--- src/rtl/op_sequencer.sv ---
// Sign-magnitude add/subtract/multiply sequencer: one-cycle add/sub, 15-cycle shift-add multiply,
// saturating 16-bit result with overflow and invalid-opcode flags held until the next accepted start.
module op_sequencer (
    input  logic        clk,
    input  logic        RST,
    input  logic        start,
    input  logic [2:0]  opcode,
    input  logic [15:0] operand_a,
    input  logic [15:0] operand_b,
    output logic        busy,
    output logic        done,
    output logic [15:0] result,
    output logic        overflow,
    output logic        err
);

    localparam logic [2:0] OP_ADD = 3'b010;
    localparam logic [2:0] OP_SUB = 3'b011;
    localparam logic [2:0] OP_MUL = 3'b100;

    typedef enum logic [1:0] {
        IDLE   = 2'd0,
        ADDSUB = 2'd1,
        MUL    = 2'd2,
        DONE   = 2'd3
    } state_t;

    state_t      state_q, state_d;
    logic [2:0]  op_q, op_d;
    logic [15:0] a_q, a_d;
    logic [15:0] b_q, b_d;
    logic [29:0] acc_q, acc_d;
    logic [3:0]  cnt_q, cnt_d;
    logic [15:0] result_q, result_d;
    logic        ovf_q, ovf_d;
    logic        err_q, err_d;
    logic        busy_q, busy_d;
    logic        done_q, done_d;

    logic        sign_b_eff_s;
    logic        addsub_sign_s;
    logic [15:0] addsub_mag_s;
    logic [29:0] partial_s;
    logic [29:0] acc_next_s;
    logic [16:0] addsub_pack_s;
    logic [16:0] mul_pack_s;

    // Packs {overflow, sign, magnitude}; zero magnitudes always come out as +0.
    function automatic logic [16:0] saturate(input logic sign, input logic [29:0] mag);
        logic [16:0] packed_v;
        if (mag == 30'd0) begin
            packed_v = 17'd0;
        end else if (mag > 30'd32767) begin
            packed_v = {1'b1, sign, 15'h7FFF};
        end else begin
            packed_v = {1'b0, sign, mag[14:0]};
        end
        return packed_v;
    endfunction

    // Arithmetic on the latched operands: signed-magnitude add and one multiply step.
    always_comb begin
        sign_b_eff_s = b_q[15] ^ (op_q == OP_SUB);
        if (a_q[15] == sign_b_eff_s) begin
            addsub_mag_s  = {1'b0, a_q[14:0]} + {1'b0, b_q[14:0]};
            addsub_sign_s = a_q[15];
        end else if (a_q[14:0] >= b_q[14:0]) begin
            addsub_mag_s  = {1'b0, a_q[14:0]} - {1'b0, b_q[14:0]};
            addsub_sign_s = a_q[15];
        end else begin
            addsub_mag_s  = {1'b0, b_q[14:0]} - {1'b0, a_q[14:0]};
            addsub_sign_s = sign_b_eff_s;
        end
        addsub_pack_s = saturate(addsub_sign_s, {14'd0, addsub_mag_s});
        if (b_q[cnt_q] == 1'b1) begin
            partial_s = {15'd0, a_q[14:0]} << cnt_q;
        end else begin
            partial_s = 30'd0;
        end
        acc_next_s = acc_q + partial_s;
        mul_pack_s = saturate(a_q[15] ^ b_q[15], acc_next_s);
    end

    // Next-state and next-output logic.
    always_comb begin
        state_d  = state_q;
        op_d     = op_q;
        a_d      = a_q;
        b_d      = b_q;
        acc_d    = acc_q;
        cnt_d    = cnt_q;
        result_d = result_q;
        ovf_d    = ovf_q;
        err_d    = err_q;
        busy_d   = busy_q;
        done_d   = 1'b0;
        case (state_q)
            IDLE: begin
                if (start) begin
                    op_d   = opcode;
                    a_d    = operand_a;
                    b_d    = operand_b;
                    acc_d  = 30'd0;
                    cnt_d  = 4'd0;
                    ovf_d  = 1'b0;
                    err_d  = 1'b0;
                    busy_d = 1'b1;
                    // Invalid codes share the one-cycle ADDSUB slot so all non-multiply ops finish alike.
                    if (opcode == OP_MUL) begin
                        state_d = MUL;
                    end else begin
                        state_d = ADDSUB;
                    end
                end else begin
                    state_d = IDLE;
                end
            end
            ADDSUB: begin
                state_d = DONE;
                if ((op_q == OP_ADD) || (op_q == OP_SUB)) begin
                    {ovf_d, result_d} = addsub_pack_s;
                    err_d = 1'b0;
                end else begin
                    result_d = 16'h0000;
                    ovf_d    = 1'b0;
                    err_d    = 1'b1;
                end
            end
            MUL: begin
                acc_d = acc_next_s;
                cnt_d = cnt_q + 4'd1;
                if (cnt_q == 4'd14) begin
                    state_d = DONE;
                    {ovf_d, result_d} = mul_pack_s;
                end else begin
                    state_d = MUL;
                end
            end
            DONE: begin
                state_d = IDLE;
                done_d  = 1'b1;
                busy_d  = 1'b0;
            end
            default: begin
                state_d = IDLE;
            end
        endcase
    end

    // State and output registers with asynchronous reset.
    always_ff @(posedge clk or posedge RST) begin
        if (RST) begin
            state_q  <= IDLE;
            op_q     <= 3'd0;
            a_q      <= 16'd0;
            b_q      <= 16'd0;
            acc_q    <= 30'd0;
            cnt_q    <= 4'd0;
            result_q <= 16'h0000;
            ovf_q    <= 1'b0;
            err_q    <= 1'b0;
            busy_q   <= 1'b0;
            done_q   <= 1'b0;
        end else begin
            state_q  <= state_d;
            op_q     <= op_d;
            a_q      <= a_d;
            b_q      <= b_d;
            acc_q    <= acc_d;
            cnt_q    <= cnt_d;
            result_q <= result_d;
            ovf_q    <= ovf_d;
            err_q    <= err_d;
            busy_q   <= busy_d;
            done_q   <= done_d;
        end
    end

    assign busy     = busy_q;
    assign done     = done_q;
    assign result   = result_q;
    assign overflow = ovf_q;
    assign err      = err_q;

endmodule
--- config.mk ---
export PLATFORM = sky130hd
export DESIGN_NAME = op_sequencer
export DESIGN_NICKNAME = d
export VERILOG_FILES = /design/src/rtl/op_sequencer.sv
export SDC_FILE = /design/constraint.sdc
export NUM_CORES = 1
export LEC_CHECK = 0
export BUFFER_PORTS_ARGS = -buffer_cell sky130_fd_sc_hd__buf_2
export CAP_MARGIN = 0
export CORE_AREA = 5 5 124 126
export CTS_BUF_LIST = sky130_fd_sc_hd__clkbuf_4 sky130_fd_sc_hd__clkbuf_8
export CTS_CLUSTER_SIZE = 20
export DETAILED_ROUTE_END_ITERATION = 12
export DIE_AREA = 0 0 129 131
export MAX_ROUTING_LAYER = met4
export PLACE_DENSITY = 0.83
export SYNTH_ARGS = -nofsm -noshare
export SYNTH_HDL_FRONTEND = slang
export SYNTH_SLANG_ARGS = --single-unit
--- constraint.sdc ---
create_clock -name clk -period 6.1 [get_ports clk]
set_input_delay 1.83 -clock clk [delete_from_list [all_inputs] [get_ports clk]]
set_output_delay 1.83 -clock clk [all_outputs]
set_load 0.02 [all_outputs]
# [After elaboration in Yosys (flattened, before gate mapping)]
# Cells that the tools add are included.
[classes] shifts=1 n_reduce_logical=15 magnitude_cmp=4 n_eq_ne=10 bitwise_logic=2 n_addsub=5 n_mux=31
[op_table] cell="17-bit two-way mux" n=4
[op_table] cell="16-bit two-way mux" n=4
[op_table] cell="30-bit two-way mux" n=2
[op_table] cell="30-bit one-hot mux with 2 select lines" n=1
[op_table] cell="16-bit one-hot mux with 2 select lines" n=1
[op_table] cell="15-bit by 15-bit subtractor with 16-bit output" n=2
[op_table] cell="30-bit adder" n=1
[op_table] cell="30-bit by 15-bit greater-than comparator with 1-bit output, second input constant" n=1
[op_table] cell="30-bit zero test" n=1
[op_table] cell="15-bit by 4-bit left shift with 30-bit output" n=1
[op_table] cell="15-bit by 15-bit adder with 16-bit output" n=1
[op_table] cell="16-bit by 15-bit greater-than comparator with 1-bit output, second input constant" n=1
[op_table] cell="16-bit zero test" n=1
[op_table] cell="15-bit >= comparator" n=1
[op_table] cell="1-bit two-way mux" n=10
[op_table] cell="2-bit AND reduction" n=5
[op_table] cell="2-bit one-hot mux with 4 select lines" n=1
[op_table] cell="4-bit one-hot mux with 2 select lines" n=1
[op_table] cell="2-bit nonzero test" n=4
[op_table] cell="3-bit by 2-bit == test with 1-bit output, second input constant" n=2
[op_table] cell="4-bit by 5-bit less-than comparator with 1-bit output, second input constant" n=1
[op_table] cell="4-bit by 1-bit adder with 4-bit output, second input constant" n=1
[op_table] cell="1-bit binary-select mux with 4-bit select" n=1
[op_table] cell="2-bit == test, second input constant" n=2
[op_table] cell="14 further kinds" n=18
[word_totals] word_cells=79 out_inout_bits=20 ff_bits=91 in_bits=38

# [Logic depth before layout (Yosys ltp)]
[logic_depth] depth_word=9 mapped_depth=23

# [Least setup slack after synthesis]
# OpenSTA, ideal clock, no wires.
[synth_timing] path_kind="register to register" from="register cnt_q[0]" to="register result_q[7], in the netlist result[7]" path_buffers=5 stages_incl_launch_ff=22 required_ps=5974 path_slack_ps=1171 arrival_time_ps=4803 setup_time_ps=126 path_cell_list="dfrtp_1 mux4_2 mux2_2 nand2_1 and2_0 clkbuf_1 clkbuf_1 a211oi_1 ha_1 buf_4 nand4_4 or2_4 nor4b_4 or4b_1 a21oi_2 or4_4 a222oi_1 and3_1 buf_6 buf_12 a21oi_1 a221o_1"
[synth_between] elab_chain_len=9
[synth_rtl] element="from (decl)" line="33" rtl="logic [3:0] cnt_q, cnt_d;"
[synth_rtl] element="from (signal assigned)" line="170" rtl="cnt_q <= cnt_d;"
[synth_rtl] element="1-bit binary-select mux with 4-bit select" line="75" rtl="if (b_q[cnt_q] == 1'b1) begin"
[synth_rtl] element="1-bit two-way mux (not written as such)" line="75"
[synth_rtl] element="30-bit two-way mux" line="75"
[synth_rtl] element="30-bit adder" line="80" rtl="acc_next_s = acc_q + partial_s;"
[synth_rtl] element="30-bit by 15-bit greater-than comparator with 1-bit output" line="53" rtl="end else if (mag > 30'd32767) begin"
[synth_rtl] element="17-bit two-way mux" line="53"
[synth_rtl] element="17-bit two-way mux" line="51" rtl="if (mag == 30'd0) begin"
[synth_rtl] element="16-bit two-way mux" line="132" rtl="if (cnt_q == 4'd14) begin"
[synth_rtl] element="16-bit one-hot mux with 2 select lines" line="97" rtl="case (state_q)"
[synth_rtl] element="to (signal assigned)" line="171" rtl="result_q <= result_d;"
[synth_rtl] element="to (decl)" line="34" rtl="logic [15:0] result_q, result_d;"
# Several ways; a longest one is shown, not always the timed one. The select of a mux whose other input is x is not followed.
# A chain may end at the register's enable or synchronous reset.

# [Worst setup path after layout]
[layout_timing] from="register cnt_q[0]" to="register result_q[14], in the netlist result[14]"
# The elaborated chain is that of the path after synthesis.

==> results.toml <==
[status]
outcome = "finished, final reports clean"

[placed_design]
place.gp.congestion = 1.02
dpl_cell_area_um2 = 9180
dpl.hpwl_um = 20100
place.port_buffers = 57

[critical_path]
critPathTopFamily = "compound AO/OA/AOI/OAI gates"
cpMostUsedCell = "buf_4"
cp.arrival_ns = 5.94
r2r-end = "result[14]"
cp_slowest_cell = "dfrtp_1"
crit_path_max_fanout = 17
cp.required_ns = 6.39
crit_chain = "mux4_2, mux2_2, nand2_1, and2_0, buf_4, a211oi_1, ha_1, nand4_4, or2_4, nand3b_1, a211o_1, a2111oi_0, o21ai_0, a222oi_1, and3_1, buf_4, a21oi_1, a221o_1"
startpoint_type = "flop"
cpPeakStageDelay_ns = 0.73
path_class = "reg -> reg"
ff2ff_setup_slack_ns = 0.45
rr_worst_depth = 18
cp_num_buf_inv = 2
end_kind = "flop"
worstReg2RegStart = "cnt_q[0]"

[synthesis]
async_reset_ff_share_pct = 100
synth_edf_count = 0
ys_seq_area_share_pct = 25.7
synthDistinctLibCells = 80
netlist_top_cells_count = "nand2_1, dfrtp_1, a21oi_1, ha_1, o21ai_0"
synth.most_common_cell = "nand2_1"
synthFlopType = "dfrtp_1"
synthesis.nets = 1196
synth_seq_cells = 91
netlist_top_cells_area = "dfrtp_1, ha_1, mux2_2"
ys_warn_count = 0
syn-instance-count = 1074
syn_area_um2 = 8870
synth.avg_cell_area_um2 = 8.26
yosysTopAreaCell = "dfrtp_1"
synth.top_cell.area_share_pct = 25.7

[sta]
slew_violations = 0
period_share_pct = 92.6
max_freq_mhz = 177
final-setup-viol-count = 0
timing.hold.ws_ns = 0.495
fin_skew_ns = 0.0187
maxSlewHeadroom_pct = 30.0
finalCriticalPeriod_ns = 5.65
worst_pin_slew_ns = 1.05
finalSetupTns_ns = 0
rsz0062_at_grt = "no"
finalHoldViolCount = 0

[die]
rows = 44
die_y_um = 131
start_util_pct = 62.4
coreArea_um2 = 14200
ios = 58
die_x_um = 129
dieArea_um2 = 16900

[global_route]
grt_max_degree = 61
grt_pass1_vias = 7927
grt.total_usage_pct = 32.2
overflow = 0
grt_pass1_wl_um = 41800
antenna_found_initial = 0

[hold_path]
hp-class = "reg -> reg"
min_from = "err"
whs_endpoint = "err"
min_path_cells = 1

[cts]
path_clk_slew_ns = 0.10
post-cts-setup-buffers = 0
cts_tree = "done"
cts_made_buffers = 9
ctsHoldBuffers = 0
cts_resized = 0
clkLatencyLatePin_ns = 0.40
htreeDepth = 3
root_buffer = "clkbuf_8"
numClockSinks = 91
clockBufferDepth = 2

[cells_and_area]
final_nets = 1214
drive_gt1_share_pct = 13.5
stdcell_area_um2 = 9430
syn_to_final_growth_pct = 6.34
antenna_cells = 0

[drt]
vias = 8354
vias_per_cell = 6.52
wl_per_cell_um = 20.0
drt_iter0_drc = 653
drtPass1Iterations = 8
drtAntennaViolNets = 0
drc = 0
wl_um = 25600

[flow_run]
drv_cap = 0
-- metal layers --
layer | vias up | share of wire (%) | track usage, %
li1 | 3945 | - | -
met1 | 4038 | 44 | 41.1
met2 | 314 | 48 | 52.5
met3 | 57 | 5.2 | 4.23
met4 | 0 | 3.0 | 12.1
met5 | - | 0 | -
-- through the flow --
step / worst slack, ns / instances / util (%)
floorplan: 1.17 / 1074 / -
global placement: 0.650 / 1265 / 64.6
detailed placement: 0.562 / 1265 / 64.6
CTS: 0.562 / 1281 / 66.4
global route: 0.00386 / 1281 / 66.4
finish: 0.450 / 1281 / 66.4
-- layout by cell type, fill, tap and decap left out, types with 9 or more instances in the layout --
master / instances
xor2_1: 12
nand2b_1: 12
o21a_1: 9
mux2_2: 39
o21bai_1: 9
a31oi_1: 16
a21o_1: 20
dfrtp_1: 91
a21oi_1: 87
o21ai_0: 79
ha_1: 80
inv_1: 72
nand3_1: 24
a22o_1: 10
nor3_1: 21
a211oi_1: 20
mux2i_1: 19
buf_4: 12
and2_1: 10
o211ai_1: 19
clkbuf_8: 9
nor2b_1: 9
nand2_1: 98
a211o_1: 9
xnor2_1: 23
o31ai_1: 9
buf_2: 57
nor2_1: 71
or3_1: 16
-- flip-flops by register name, summed over array words and instances, names as in the netlist --
name	count
overflow	1
b_q	16
state_q	2
busy	1
cnt_q	4
done	1
op_q	3
err	1
acc_q	30
result	16
a_q	16
-- worst max path at each step --
stage | startpoint | end | slack [ns] | cells past startpoint
6_report | cnt_q[0] | result[14] | 0.45 | 18
5_1_grt | cnt_q[0] | result[14] | 0.004 | 18
4_1_cts | cnt_q[0] | result[14] | 0.56 | 18
3_5_place_dp | cnt_q[0] | result[6] | 0.56 | 18
3_3_place_gp | cnt_q[0] | result[14] | 0.65 | 18
2_1_floorplan | cnt_q[0] | result[7] | 1.17 | 21
-- cell type report --
cell class / count / area (um^2)
clock buffer: 9 / 124
fill: 1230 / 4780
clock inverter: 7 / 124
tap: 184 / 230
inverter: 73 / 275
timing repair buffer: 69 / 375
sequential: 91 / 2280
multi-input combinational: 848 / 6020
-- cells by family after synthesis --
| kind of cell | Yosys count | share of synthesized area, % |
|---|---|---|
| simple gates | 320 | 18.3 |
| fa+ha+maj | 84 | 12.2 |
| buf+inv | 135 | 6.52 |
| flops | 91 | 25.7 |
| compound gates | 347 | 25.8 |
| xor+xnor | 35 | 3.46 |
| mux | 62 | 8.11 |
Power is left out: the tool's default activity adds up to more than one toggle a clock period on the data nets, which glitch-free logic cannot reach.
